[src/rtl/vga_timing_generator_if.sv]
// Raster timing bundle from the VGA timing generator to its consumer.
//   master : drives sync, blank, coordinates, strobes and frame count
//   slave  : samples them (VGA controller, which delays sync/blank to match pixel data)
interface vga_timing_generator_if;
    logic        out_h_sync;
    logic        out_v_sync;
    logic        out_blank_n;
    logic [10:0] out_pixel_x;
    logic [10:0] out_pixel_y;
    logic        out_line_start;
    logic        out_frame_start;
    logic [7:0]  out_frame_count;

    modport master (
        output out_h_sync, out_v_sync, out_blank_n, out_pixel_x, out_pixel_y,
               out_line_start, out_frame_start, out_frame_count
    );

    modport slave (
        input  out_h_sync, out_v_sync, out_blank_n, out_pixel_x, out_pixel_y,
               out_line_start, out_frame_start, out_frame_count
    );
endinterface

[src/rtl/vga_timing_generator.sv]
// VGA raster timing generator. Free-running h/v counters walk the raster;
// every output is a registered decode of the counters, so outputs lag the
// counters by exactly one clock.
// Ports:
//   in_vga_clock : pixel clock, all logic on the rising edge
//   in_reset_n   : synchronous active-low reset
//   vga          : timing bundle (sync, blank_n, pixel x/y, line/frame strobes,
//                  frame counter); consumers use pixel x/y bits [9:0] gated by blank_n
module vga_timing_generator #(
    parameter int unsigned H_VISIBLE     = 640,
    parameter int unsigned H_FRONT       = 16,
    parameter int unsigned H_SYNC        = 96,
    parameter int unsigned H_BACK        = 48,
    parameter int unsigned V_VISIBLE     = 480,
    parameter int unsigned V_FRONT       = 10,
    parameter int unsigned V_SYNC        = 2,
    parameter int unsigned V_BACK        = 33,
    parameter bit          H_SYNC_ACTIVE = 1'b0,
    parameter bit          V_SYNC_ACTIVE = 1'b0
) (
    input  logic                    in_vga_clock,
    input  logic                    in_reset_n,
    vga_timing_generator_if.master  vga
);

    localparam int unsigned H_TOTAL = H_VISIBLE + H_FRONT + H_SYNC + H_BACK;
    localparam int unsigned V_TOTAL = V_VISIBLE + V_FRONT + V_SYNC + V_BACK;

    localparam logic [10:0] H_LAST       = 11'(H_TOTAL - 1);
    localparam logic [10:0] V_LAST       = 11'(V_TOTAL - 1);
    localparam logic [10:0] H_VIS        = 11'(H_VISIBLE);
    localparam logic [10:0] V_VIS        = 11'(V_VISIBLE);
    localparam logic [10:0] H_SYNC_FIRST = 11'(H_VISIBLE + H_FRONT);
    localparam logic [10:0] H_SYNC_LAST  = 11'(H_VISIBLE + H_FRONT + H_SYNC - 1);
    localparam logic [10:0] V_SYNC_FIRST = 11'(V_VISIBLE + V_FRONT);
    localparam logic [10:0] V_SYNC_LAST  = 11'(V_VISIBLE + V_FRONT + V_SYNC - 1);

    logic [10:0] h_cnt;
    logic [10:0] v_cnt;
    // Set once the first frame after reset has been announced; the frame
    // counter only advances on frame starts after that one.
    logic        frame_seen;

    logic h_visible;
    logic v_visible;
    logic h_in_sync;
    logic v_in_sync;
    logic at_origin;

    always_comb begin
        h_visible = (h_cnt < H_VIS);
        v_visible = (v_cnt < V_VIS);
        h_in_sync = (h_cnt >= H_SYNC_FIRST) && (h_cnt <= H_SYNC_LAST);
        // Whole lines, including their horizontal blanking, so v_sync edges
        // line up with x = 0.
        v_in_sync = (v_cnt >= V_SYNC_FIRST) && (v_cnt <= V_SYNC_LAST);
        at_origin = (h_cnt == 11'd0) && (v_cnt == 11'd0);
    end

    always_ff @(posedge in_vga_clock) begin
        if (!in_reset_n) begin
            h_cnt               <= 11'd0;
            v_cnt               <= 11'd0;
            frame_seen          <= 1'b0;
            vga.out_h_sync      <= ~H_SYNC_ACTIVE;
            vga.out_v_sync      <= ~V_SYNC_ACTIVE;
            vga.out_blank_n     <= 1'b0;
            vga.out_pixel_x     <= 11'd0;
            vga.out_pixel_y     <= 11'd0;
            vga.out_line_start  <= 1'b0;
            vga.out_frame_start <= 1'b0;
            vga.out_frame_count <= 8'd0;
        end else begin
            if (h_cnt == H_LAST) begin
                h_cnt <= 11'd0;
                v_cnt <= (v_cnt == V_LAST) ? 11'd0 : v_cnt + 11'd1;
            end else begin
                h_cnt <= h_cnt + 11'd1;
            end

            vga.out_h_sync      <= h_in_sync ? H_SYNC_ACTIVE : ~H_SYNC_ACTIVE;
            vga.out_v_sync      <= v_in_sync ? V_SYNC_ACTIVE : ~V_SYNC_ACTIVE;
            vga.out_blank_n     <= h_visible && v_visible;
            vga.out_pixel_x     <= h_cnt;
            vga.out_pixel_y     <= v_cnt;
            vga.out_line_start  <= (h_cnt == 11'd0);
            vga.out_frame_start <= at_origin;

            if (at_origin) begin
                frame_seen <= 1'b1;
                if (frame_seen) begin
                    vga.out_frame_count <= vga.out_frame_count + 8'd1;
                end
            end
        end
    end

endmodule

[src/flat_wrapper.sv]
// flat-port wrapper written by rule: the top's interface ports become plain ports
module vga_timing_generator_flat 
#(
    parameter int unsigned H_VISIBLE     = 640,
    parameter int unsigned H_FRONT       = 16,
    parameter int unsigned H_SYNC        = 96,
    parameter int unsigned H_BACK        = 48,
    parameter int unsigned V_VISIBLE     = 480,
    parameter int unsigned V_FRONT       = 10,
    parameter int unsigned V_SYNC        = 2,
    parameter int unsigned V_BACK        = 33,
    parameter bit          H_SYNC_ACTIVE = 1'b0,
    parameter bit          V_SYNC_ACTIVE = 1'b0
)
  (in_vga_clock, in_reset_n, vga_out_h_sync, vga_out_v_sync, vga_out_blank_n, vga_out_pixel_x, vga_out_pixel_y, vga_out_line_start, vga_out_frame_start, vga_out_frame_count);
  vga_timing_generator_if vga_i ();
  input  logic in_vga_clock;
  input  logic in_reset_n;
  output wire logic [$bits(vga_i.out_h_sync)-1:0] vga_out_h_sync;
  output wire logic [$bits(vga_i.out_v_sync)-1:0] vga_out_v_sync;
  output wire logic [$bits(vga_i.out_blank_n)-1:0] vga_out_blank_n;
  output wire logic [$bits(vga_i.out_pixel_x)-1:0] vga_out_pixel_x;
  output wire logic [$bits(vga_i.out_pixel_y)-1:0] vga_out_pixel_y;
  output wire logic [$bits(vga_i.out_line_start)-1:0] vga_out_line_start;
  output wire logic [$bits(vga_i.out_frame_start)-1:0] vga_out_frame_start;
  output wire logic [$bits(vga_i.out_frame_count)-1:0] vga_out_frame_count;
  assign vga_out_h_sync = vga_i.out_h_sync;
  assign vga_out_v_sync = vga_i.out_v_sync;
  assign vga_out_blank_n = vga_i.out_blank_n;
  assign vga_out_pixel_x = vga_i.out_pixel_x;
  assign vga_out_pixel_y = vga_i.out_pixel_y;
  assign vga_out_line_start = vga_i.out_line_start;
  assign vga_out_frame_start = vga_i.out_frame_start;
  assign vga_out_frame_count = vga_i.out_frame_count;
  vga_timing_generator #(.H_VISIBLE(H_VISIBLE), .H_FRONT(H_FRONT), .H_SYNC(H_SYNC), .H_BACK(H_BACK), .V_VISIBLE(V_VISIBLE), .V_FRONT(V_FRONT), .V_SYNC(V_SYNC), .V_BACK(V_BACK), .H_SYNC_ACTIVE(H_SYNC_ACTIVE), .V_SYNC_ACTIVE(V_SYNC_ACTIVE)) u_core (.in_vga_clock(in_vga_clock), .in_reset_n(in_reset_n), .vga(vga_i));
endmodule
[config.mk]
export PLATFORM = sky130hd
export DESIGN_NAME = vga_timing_generator_flat
export DESIGN_NICKNAME = d
export VERILOG_FILES = /design/src/rtl/vga_timing_generator_if.sv /design/src/rtl/vga_timing_generator.sv /design/src/flat_wrapper.sv
export SDC_FILE = /design/constraint.sdc
export NUM_CORES = 1
export LEC_CHECK = 0
export ABC_AREA = 1
export CAP_MARGIN = 20
export CELL_PAD_IN_SITES_DETAIL_PLACEMENT = 0
export CELL_PAD_IN_SITES_GLOBAL_PLACEMENT = 1
export CORE_ASPECT_RATIO = 1.5
export CORE_MARGIN = 2
export CORE_UTILIZATION = 39
export CTS_BUF_LIST = sky130_fd_sc_hd__clkbuf_16
export CTS_CLUSTER_DIAMETER = 50
export DETAILED_ROUTE_END_ITERATION = 16
export PLACE_DENSITY = 0.86
export SLEW_MARGIN = 40
export SYNTH_ARGS = -nofsm -noshare
export SYNTH_HDL_FRONTEND = slang
export SYNTH_SLANG_ARGS = --single-unit
[constraint.sdc]
create_clock -name in_vga_clock -period 2 [get_ports in_vga_clock]
set_input_delay 0.3 -clock in_vga_clock [delete_from_list [all_inputs] [get_ports in_vga_clock]]
set_output_delay 0.3 -clock in_vga_clock [all_outputs]
set_load 0.1 [all_outputs]
==> metrics, run 1 <==
outcome completed; Yosys top cell area share 43.8%; Antenna Cells 0; R2R cell count 8; Horiz. Die Dim 71.4 um; setup bufs post-CTS 0; DR WL/cell 11.8 um; CTS tree done; CORE AREA 6530 um2; # port buffers 36; most frequent cells in the layout nand2_1 (89), inv_1 (59), dfxtp_1 (57); Rows 36; post-synthesis sequential area ratio 43.8%; Seq cells post-synth 58; Fmax 622 MHz; Worst Setup Path Type reg -> reg; CP max stage cell dfxtp_1; final core utilization 49.7%; top cell type by total area after synthesis dfxtp_1; Initial Util 40.6%; Num CTS Buffers 9; via count 2304; crit path time final 1.61 ns; nets 414; post-DP HPWL 4.25 mm; final wirelength 5.75 mm; die height 105 um; initial antenna violation count 0; maximum vdd drop 0.719 mV; Top delay family on crit path simple AND/OR/NAND/NOR gates; Slew Limit Fails 0; vias in the first global route 2212; Worst R2R Start u_core.h_cnt[0]; Hold Fails Final Rpt 0; crit path max fanout 13; CTS resizes 0; hold_ws 0.468 ns; crit end category flop; hold-critical path depth 2; worst path cell trace ha_1, nand3_2, nor2_2, nand2_4, nand2_4, nand2_1, nand2_1, a21oi_1; Reg2Reg Setup Slack 0.39 ns; synthesized area 2650 um2; Power Density 843 nW/um2; H-Tree Depth 3; hold endpoint u_core.vga.out_pixel_y[0]; Synth cell types 37; Vias/cell 4.73; crit path DAT 1.83 ns; Hold Crit Class reg -> reg; global-route wire length before repair 9.93 mm; Post-Syn Nets 373; worst-margin pin slew 0.381 ns; CP max stage delay 0.39 ns; Setup Skew 0.00650 ns; final RePlAce weighted congestion 0.903; Synth Warn # 0; Max Cap Viol 0; DR pass1 iterations 4; setup TNS 0 ns; Gate Count Post-Synth 365; Clock Tree Buf Depth 2; Worst setup SP type flop; CTS root buffer clkbuf_16; hold_sp u_core.v_cnt[0]; Routed Antenna Nets 0; clock sinks 58; Synth area leaders dfxtp_1 (44%), nand2_1 (13%), inv_1 (8.1%), nor2_1 (7.1%), nand3_1 (4.1%); CTS clk-pin slew, worst paths 0.05 ns; Clock Latency Late Sink 0.33 ns; share of cells above drive strength 1 18.7%; most common cell after layout, fill and taps aside nand2_1; overflow left after global routing 0; Total Power 2740 uW; initial DRC count 110; num ports 37; CP Buf/Inv Count 0; Residual DRC 0; Final Cycle Share 80.4%; Crit path depth 8; Pleak 0.00170 uW; Crit path required time 2.22 ns; Post-CTS Hold Buffers 0; die area 7490 um2; Total Routing Usage GR 17.2%; Area Growth Syn to Fin 22.4%; r2r endpoint u_core.v_cnt[4]; RSZ-0062 raised after global routing no; Avg Cell Area, Syn 7.27 um2; largest net degree at the start of global routing 28; normalized max-slew margin 74.6%; setup violators final 0
[how the worst max path moves through the flow]
| stage | startpoint | end | slack [ns] |
|---|---|---|---|
| 6_report | u_core.h_cnt[0] | u_core.v_cnt[4] | 0.39 |
| 5_1_grt | u_core.h_cnt[0] | u_core.v_cnt[3] | 0.17 |
| 4_1_cts | u_core.h_cnt[0] | u_core.v_cnt[9] | 0.39 |
| 3_5_place_dp | in_reset_n | u_core.vga.out_blank_n | 0.28 |
| 3_3_place_gp | in_reset_n | u_core.v_cnt[3] | 0.30 |
| 2_1_floorplan | u_core.vga.out_frame_count[1] | u_core.vga.out_frame_count[6] | 0.006 |
[metal layers]
layer | up-vias | GRT usage (%) | routed length [um]
met1 | 1025 | 17.5 | 2290
met3 | 17 | 4.63 | 233
li1 | 1211 | - | -
met5 | - | 0 | 0
met2 | 51 | 30.2 | 3010
met4 | 0 | 10.6 | 215
[worst reg2reg max path: stages (launching register included)]
cell     delay (ns)
dfxtp_1        0.39
ha_1           0.23
nand3_2        0.16
nor2_2         0.18
nand2_4        0.11
nand2_4        0.17
nand2_1        0.14
nand2_1        0.08
a21oi_1        0.04
[Yosys cell counts]
master and instances:
a2111oi_0 1, a21oi_1 17, a21oi_2 1, and2_1 1, and3_1 1, buf_2 2, buf_4 1, buf_6 3
clkbuf_1 2, clkbuf_2 1, clkinv_2 1, dfxtp_1 58, ha_1 6, inv_1 57, inv_2 6, nand2_1 89
nand2_2 1, nand2_4 3, nand3_1 22, nand3_2 4, nand3b_1 1, nand3b_4 1, nand4_1 6, nor2_1 50
nor2_2 6, nor2_4 2, nor2_8 1, nor3_1 3, nor3_2 1, nor4_1 1, o211ai_1 1, o21a_1 1
o21ai_0 6, o21ai_1 1, o22ai_1 1, xnor2_1 2, xor2_1 4
[layout make-up]
class                      count  area, um2
fill                         646       3280
multi-input combinational    234       1190
sequential                    58       1160
timing repair buffer          39        308
inverter                      64        241
clock buffer                   9        225
tap                           76       95.1
clock inverter                 7       28.8
[registers in the layout, indices dropped and copies added (netlist names)]
name                        count
u_core.h_cnt                   11
u_core.v_cnt                   11
u_core.vga.out_frame_start      1
u_core.vga.out_pixel_x         11
u_core.vga.out_h_sync           1
u_core.frame_seen               1
u_core.vga.out_pixel_y         11
u_core.vga.out_line_start       1
u_core.vga.out_blank_n          1
u_core.vga.out_v_sync           1
u_core.vga.out_frame_count      8
[power by group]
| part | internal [uW] | switching (uW) | leakage, uW |
|---|---|---|---|
| combinational | 58.2 | 172 | 0.00110 |
| clock | 807 | 502 | 0.000134 |
| sequential | 1180 | 18.5 | 0.000470 |
[logic make-up (layout without fill, tap and decap cells)]
logic type               count (synthesis)  in the layout  share of synthesized area (%)
XOR/XNOR                                 6              6                           1.98
adder cells (fa/ha/maj)                  6              6                           2.83
flip-flops                              58             58                           43.8
AND/OR/NAND/NOR                        193            193                           33.9
buffers and inverters                   73            119                           11.5
AO/OA/AOI/OAI                           29             29                           5.99
[metrics by stage]
stage | setup slack, ns | instances | area (um2)
2_1_floorplan | 0.00621 | 365 | 2660
3_3_place_gp | 0.297 | 471 | 2990
3_5_place_dp | 0.280 | 471 | 2990
4_1_cts | 0.387 | 487 | 3250
5_1_grt | 0.171 | 487 | 3250
6_report | 0.392 | 487 | 3250
(Power assumes the default switching activity.)
==> run 2: changes to the inputs <==
clock period = 1.6 ns   (was 2 ns; I/O delays follow)
==> run 2 against run 1 <==
Net effect:
- via count up 3.9%
- wire length up 7.6%
- die area unchanged
- maximum frequency up 8.6%
- register-to-register slack worse by 0.27 ns
- largest cell class unchanged
- sequential cell count unchanged
- sequential power up 26%
- non-clock buffer count up 10
- clock-buffer cell count unchanged
==> metrics, run 2 (synthesis gave the netlist of run 1 again) <==
setup violators final 0 (unchanged); worst path cell trace ha_2, nand3_2, clkinv_2, nand2_2, nor2_4, nand3_2, xor2_1, nor2_1 (was ha_1, nand3_2, nor2_2, nand2_4, nand2_4, nand2_1, nand2_1, a21oi_1); outcome completed (unchanged); Worst setup SP type flop (unchanged); Hold Fails Final Rpt 0 (unchanged); Post-CTS Hold Buffers 0 (unchanged); fillcell total 569 (was 646); Residual DRC 0 (unchanged); Rows 36 (unchanged); hold-critical path depth 1 (was 2); Fmax 676 MHz (was 622 MHz); nets 425 (was 414); CTS root buffer clkbuf_16 (unchanged); most frequent cells in the layout nand2_1 (89), inv_1 (58), dfxtp_1 (51) (was nand2_1 (89), inv_1 (59), dfxtp_1 (57)); Horiz. Die Dim 71.4 um (unchanged); initial antenna violation count 0 (unchanged); # port buffers 36 (unchanged); hold endpoint u_core.h_cnt[0] (was u_core.vga.out_pixel_y[0]); num ports 37 (unchanged); die height 105 um (unchanged); Num CTS Buffers 9 (unchanged); Area Growth Syn to Fin 42.7% (was 22.4%); hold_sp u_core.h_cnt[0] (was u_core.v_cnt[0]); crit path DAT 1.70 ns (was 1.83 ns); Clock Tree Buf Depth 2 (unchanged); Setup Skew 0.00748 ns (was 0.00650 ns); initial DRC count 153 (was 110); R2R cell count 8 (unchanged); worst-margin pin slew 0.470 ns (was 0.381 ns); via count 2393 (was 2304); CP max stage delay 0.36 ns (was 0.39 ns); Top delay family on crit path simple AND/OR/NAND/NOR gates (unchanged); crit end category flop (unchanged); normalized max-slew margin 67.9% (was 74.6%); Hold Crit Class reg -> reg (unchanged); Final Cycle Share 92.5% (was 80.4%); Initial Util 40.6% (unchanged); Worst R2R Start u_core.h_cnt[0] (unchanged); Power Density 918 nW/um2 (was 843 nW/um2); maximum vdd drop 0.616 mV (was 0.719 mV); CP max stage cell dfxtp_2 (was dfxtp_1); Routed Antenna Nets 0 (unchanged); hold_ws 0.445 ns (was 0.468 ns); vias in the first global route 2283 (was 2212); largest net degree at the start of global routing 20 (was 28); crit path max fanout 5 (was 13); overflow left after global routing 0 (unchanged); Worst Setup Path Type reg -> reg (unchanged); r2r endpoint u_core.v_cnt[6] (was u_core.v_cnt[4]); final wirelength 6.18 mm (was 5.75 mm); H-Tree Depth 3 (unchanged); Vias/cell 4.81 (was 4.73); Pleak 0.00186 uW (was 0.00170 uW); global-route wire length before repair 10.4 mm (was 9.93 mm); Total Routing Usage GR 18.0% (was 17.2%); CORE AREA 6530 um2 (unchanged); Design Area, Final 3790 um2 (was 3250 um2); DR pass1 iterations 4 (unchanged); Reg2Reg Setup Slack 0.12 ns (was 0.39 ns); post-DP HPWL 4.66 mm (was 4.25 mm); CTS clk-pin slew, worst paths 0.05 ns (about the same); Slew Limit Fails 0 (unchanged); most numerous cell on the critical path nand3_2; Max Cap Viol 0 (unchanged); DR WL/cell 12.4 um (was 11.8 um); share of cells above drive strength 1 22.8% (was 18.7%); most common cell after layout, fill and taps aside nand2_1 (unchanged); final RePlAce weighted congestion 0.893 (was 0.903); Crit path required time 1.82 ns (was 2.22 ns); Antenna Cells 0 (unchanged); crit path time final 1.48 ns (was 1.61 ns); clock sinks 58 (unchanged); Placed Area 3510 um2 (was 2990 um2); CP Buf/Inv Count 1 (was 0); die area 7490 um2 (unchanged); CTS tree done (unchanged); Clock Latency Late Sink 0.33 ns (about the same)
-- run 2: worst max path at each step --
stage,from,to,depth (start not counted)
CTS,u_core.h_cnt[0],u_core.v_cnt[9],8
finish,u_core.h_cnt[0],u_core.v_cnt[6],8
floorplan,u_core.vga.out_frame_count[0],u_core.vga.out_frame_count[6],8
global route,u_core.h_cnt[1],u_core.vga.out_frame_count[5],9
detailed placement,in_reset_n,u_core.vga.out_blank_n,3
global placement,in_reset_n,u_core.vga.out_blank_n,3
-- run 2: power breakdown --
part / internal (uW) / switching, uW
logic: 120 / 218
clock network: 1010 / 621
registers: 1480 / 31.4
total: 2600 / 871
-- run 2: layout make-up --
type                    instances  area, um2  share of cell area, %
repair buffers                 49        821                   21.7
well taps                      76       95.1                   2.51
inverters                      64        241                   6.38
clock buffers                   9        225                   5.95
clock inverters                 6       26.3                  0.694
multi-input cells             235       1210                   31.9
flip-flops and latches         58       1170                   30.9
-- run 2: what timing repair did --
item | CTS | global route
resized for setup | 0 | 5
setup buffers | 0 | 0
endpoints found under the setup margin | 0 | 13
-- run 2: worst reg2reg max path, stage by stage, from the launching register on --
cell and delay [ns]:
dfxtp_2 0.36, ha_2 0.21, nand3_2 0.15, clkinv_2 0.10, nand2_2 0.08, nor2_4 0.20
nand3_2 0.09, xor2_1 0.14, nor2_1 0.05
-- run 2: metal layers --
layer | vias to the layer above | global-route usage (%) | wire (um)
li1 | 1225 | - | -
met1 | 1095 | 17.9 | 2370
met2 | 59 | 32.5 | 3350
met3 | 14 | 4.73 | 257
met4 | 0 | 10.5 | 204
met5 | - | 0 | 0
-- run 2: per-stage QoR --
step	std cells	total power [uW]	setup slack [ns]	TNS (ns)	utilization, %
finish	497	3480	0.120	0	58.0
global route	497	3620	-0.0118	-0.0124	58.0
CTS	496	3510	0.0728	0	57.6
detailed placement	481	1870	0.0464	0	53.8
global placement	481	1870	0.0553	0	53.8
floorplan	365	1760	-0.0222	-0.0222	-
==> run 3: changes to the inputs <==
ABC_CLOCK_PERIOD_IN_PS = 1300   (was default)
CORE_UTILIZATION = 35   (was 39)
PLACE_DENSITY = 0.82   (was 0.86)
clock period = 1.3 ns   (was 1.6 ns; I/O delays follow)
==> run 3 against run 2 <==
Net effect:
- the flow now finishes with violations (setup timing)
- critical path depth grew 1
- clock skew shrank 0.0014 ns
- sequential cell count is the same
- power grew 24%
==> metrics, run 3 (synthesis gave the netlist of run 1 again) <==
r2r endpoint u_core.vga.out_frame_count[7] (was u_core.v_cnt[6]); Worst Setup Path Type reg -> reg (unchanged); R2R cell count 9 (was 8); Vias/cell 4.57 (was 4.81); hold-critical path depth 1 (unchanged); crit end category flop (unchanged); crit path time final 1.39 ns (was 1.48 ns); final RePlAce weighted congestion 0.907 (was 0.893); Post-CTS Hold Buffers 0 (unchanged); share of cells above drive strength 1 44.1% (was 22.8%); most frequent cells in the layout nand2_1 (77), inv_1 (53), buf_4 (53) (was nand2_1 (89), inv_1 (58), dfxtp_1 (51)); initial DRC count 114 (was 153); Rows 38 (was 36); CORE AREA 7270 um2 (was 6530 um2); Placed Area 3870 um2 (was 3510 um2); Power Density 960 nW/um2 (was 918 nW/um2); Worst R2R Start u_core.h_cnt[0] (unchanged); Setup Skew 0.00608 ns (was 0.00748 ns); Psw 1090 uW (was 871 uW); failing checks setup timing; nets 473 (was 425); Antenna Cells 0 (unchanged); most common cell after layout, fill and taps aside nand2_1 (unchanged); CTS clk-pin slew, worst paths 0.05 ns (about the same); Sequential Power Share 42.8% (was 43.4%); via count 2594 (was 2393); DR WL/cell 12.4 um (about the same); Routed Antenna Nets 0 (unchanged); DR pass1 iterations 6 (was 4); hold_sp u_core.h_cnt[0] (unchanged); Residual DRC 0 (unchanged); num ports 37 (unchanged); fillcell total 604 (was 569); Clock power frac 44.9% (was 46.9%); Total Routing Usage GR 18.1% (was 18.0%); Final Cycle Share 107% (was 92.5%); hold endpoint u_core.h_cnt[0] (unchanged); Crit path required time 1.52 ns (was 1.82 ns); Total Power 4330 uW (was 3480 uW); Initial Util 36.5% (was 40.6%); Net Sw Frac 25.1% (about the same); setup TNS -0.864 ns (was 0 ns); Pleak 0.00215 uW (was 0.00186 uW); Clock Latency Late Sink 0.33 ns (about the same); Reg2Reg Setup Slack -0.09 ns (was 0.12 ns); final wirelength 7.02 mm (was 6.18 mm); worst-margin pin slew 0.308 ns (was 0.470 ns); # port buffers 36 (unchanged); Slew Limit Fails 0 (unchanged); die height 111 um (was 105 um); RSZ-0062 raised after global routing yes; Clock Tree Buf Depth 2 (unchanged); Hold Fails Final Rpt 0 (unchanged); maximum vdd drop 0.751 mV (was 0.616 mV); overflow left after global routing 0 (unchanged); CTS tree done (unchanged); H-Tree Depth 3 (unchanged); Worst setup SP type flop (unchanged); Max Cap Viol 0 (unchanged); clock sinks 58 (unchanged); Horiz. Die Dim 75.1 um (was 71.4 um); Fmax 718 MHz (was 676 MHz); normalized max-slew margin 79.4% (was 67.9%); post-DP HPWL 4.97 mm (was 4.66 mm); vias in the first global route 2467 (was 2283); die area 8310 um2 (was 7490 um2); largest net degree at the start of global routing 11 (was 20); Design Area, Final 4510 um2 (was 3790 um2); Hold Crit Class reg -> reg (unchanged); outcome finished, violations left (was completed); global-route wire length before repair 11.4 mm (was 10.4 mm); crit path max fanout 5 (unchanged); hold_ws 0.454 ns (was 0.445 ns); crit path DAT 1.61 ns (was 1.70 ns); CTS root buffer clkbuf_16 (unchanged); Num CTS Buffers 9 (unchanged); Area Growth Syn to Fin 69.8% (was 42.7%); min setup slack post-route -0.0924 ns (was 0.120 ns); final core utilization 61.9% (was 58.0%); setup violators final 15 (was 0); initial antenna violation count 0 (unchanged); Int Power 3240 uW (was 2600 uW); combinational power share 12.3% (was 9.7%)
## run 3: changes by cell type in the layout (fill, tap and decap cells not counted), sizes merged
cell    previous run  this run
buf               48        95
clkinv             6         2
inv               64        66
nor2              60        61
## run 3: routing by layer
metal / up-vias / wire length (um) / GRT usage [%]
li1: 1327 / - / -
met5: - / 0 / 0
met3: 18 / 297 / 4.20
met1: 1181 / 2610 / 20.8
met4: 0 / 210 / 10.4
met2: 68 / 3900 / 29.6
## run 3: cell type report
class / count / area [um2] / area share, %
multi-input cells: 236 / 1500 / 33.2
clock inverters: 4 / 15.0 / 0.333
repair buffers: 96 / 1200 / 26.5
inverters: 64 / 245 / 5.44
well taps: 100 / 125 / 2.78
flip-flops and latches: 58 / 1200 / 26.7
clock buffers: 9 / 225 / 5.00
## run 3: repair_timing
item / CTS / global route
pin swaps: 9 / 25
setup buffers: 1 / 10
setup endpoints to repair: 29 / 34
cloned: 2 / 0
gates resized for setup: 19 / 65
## run 3: stage by stage
step	instances	setup slack (ns)
after global routing	567	-0.192
after floorplan	365	-0.0337
after CTS	557	-0.109
after global placement	541	-0.259
after detailed placement	541	-0.298
final	567	-0.0924
## run 3: worst max-delay path by stage
stage	to	slack, ns	from	cells past startpoint
after floorplan	u_core.vga.out_frame_count[7]	-0.03	u_core.h_cnt[0]	9
after global placement	u_core.vga.out_h_sync	-0.26	in_reset_n	4
after detailed placement	u_core.vga.out_h_sync	-0.30	in_reset_n	4
after CTS	u_core.vga.out_frame_count[2]	-0.11	u_core.h_cnt[0]	9
after global routing	u_core.v_cnt[6]	-0.19	u_core.h_cnt[0]	8
final	u_core.vga.out_frame_count[7]	-0.09	u_core.h_cnt[0]	9
## run 3: critical path, cell delays in order (launching register included)
cell      delay [ns]
dfxtp_4         0.36
inv_2           0.07
ha_4            0.14
inv_2           0.05
nor3_4          0.19
nand3b_4        0.15
nor2_8          0.15
nand3_2         0.08
nand2_2         0.06
nor2_1          0.03
## run 3: power by group through the flow
stage | Sequential [uW] | Clock [uW] | Combinational [uW]
detailed placement | 1880 | 0 | 467
CTS | 1850 | 1990 | 493
floorplan | 2020 | 0 | 152
global route | 1850 | 2070 | 562
finish | 1850 | 1940 | 531
global placement | 1880 | 0 | 462
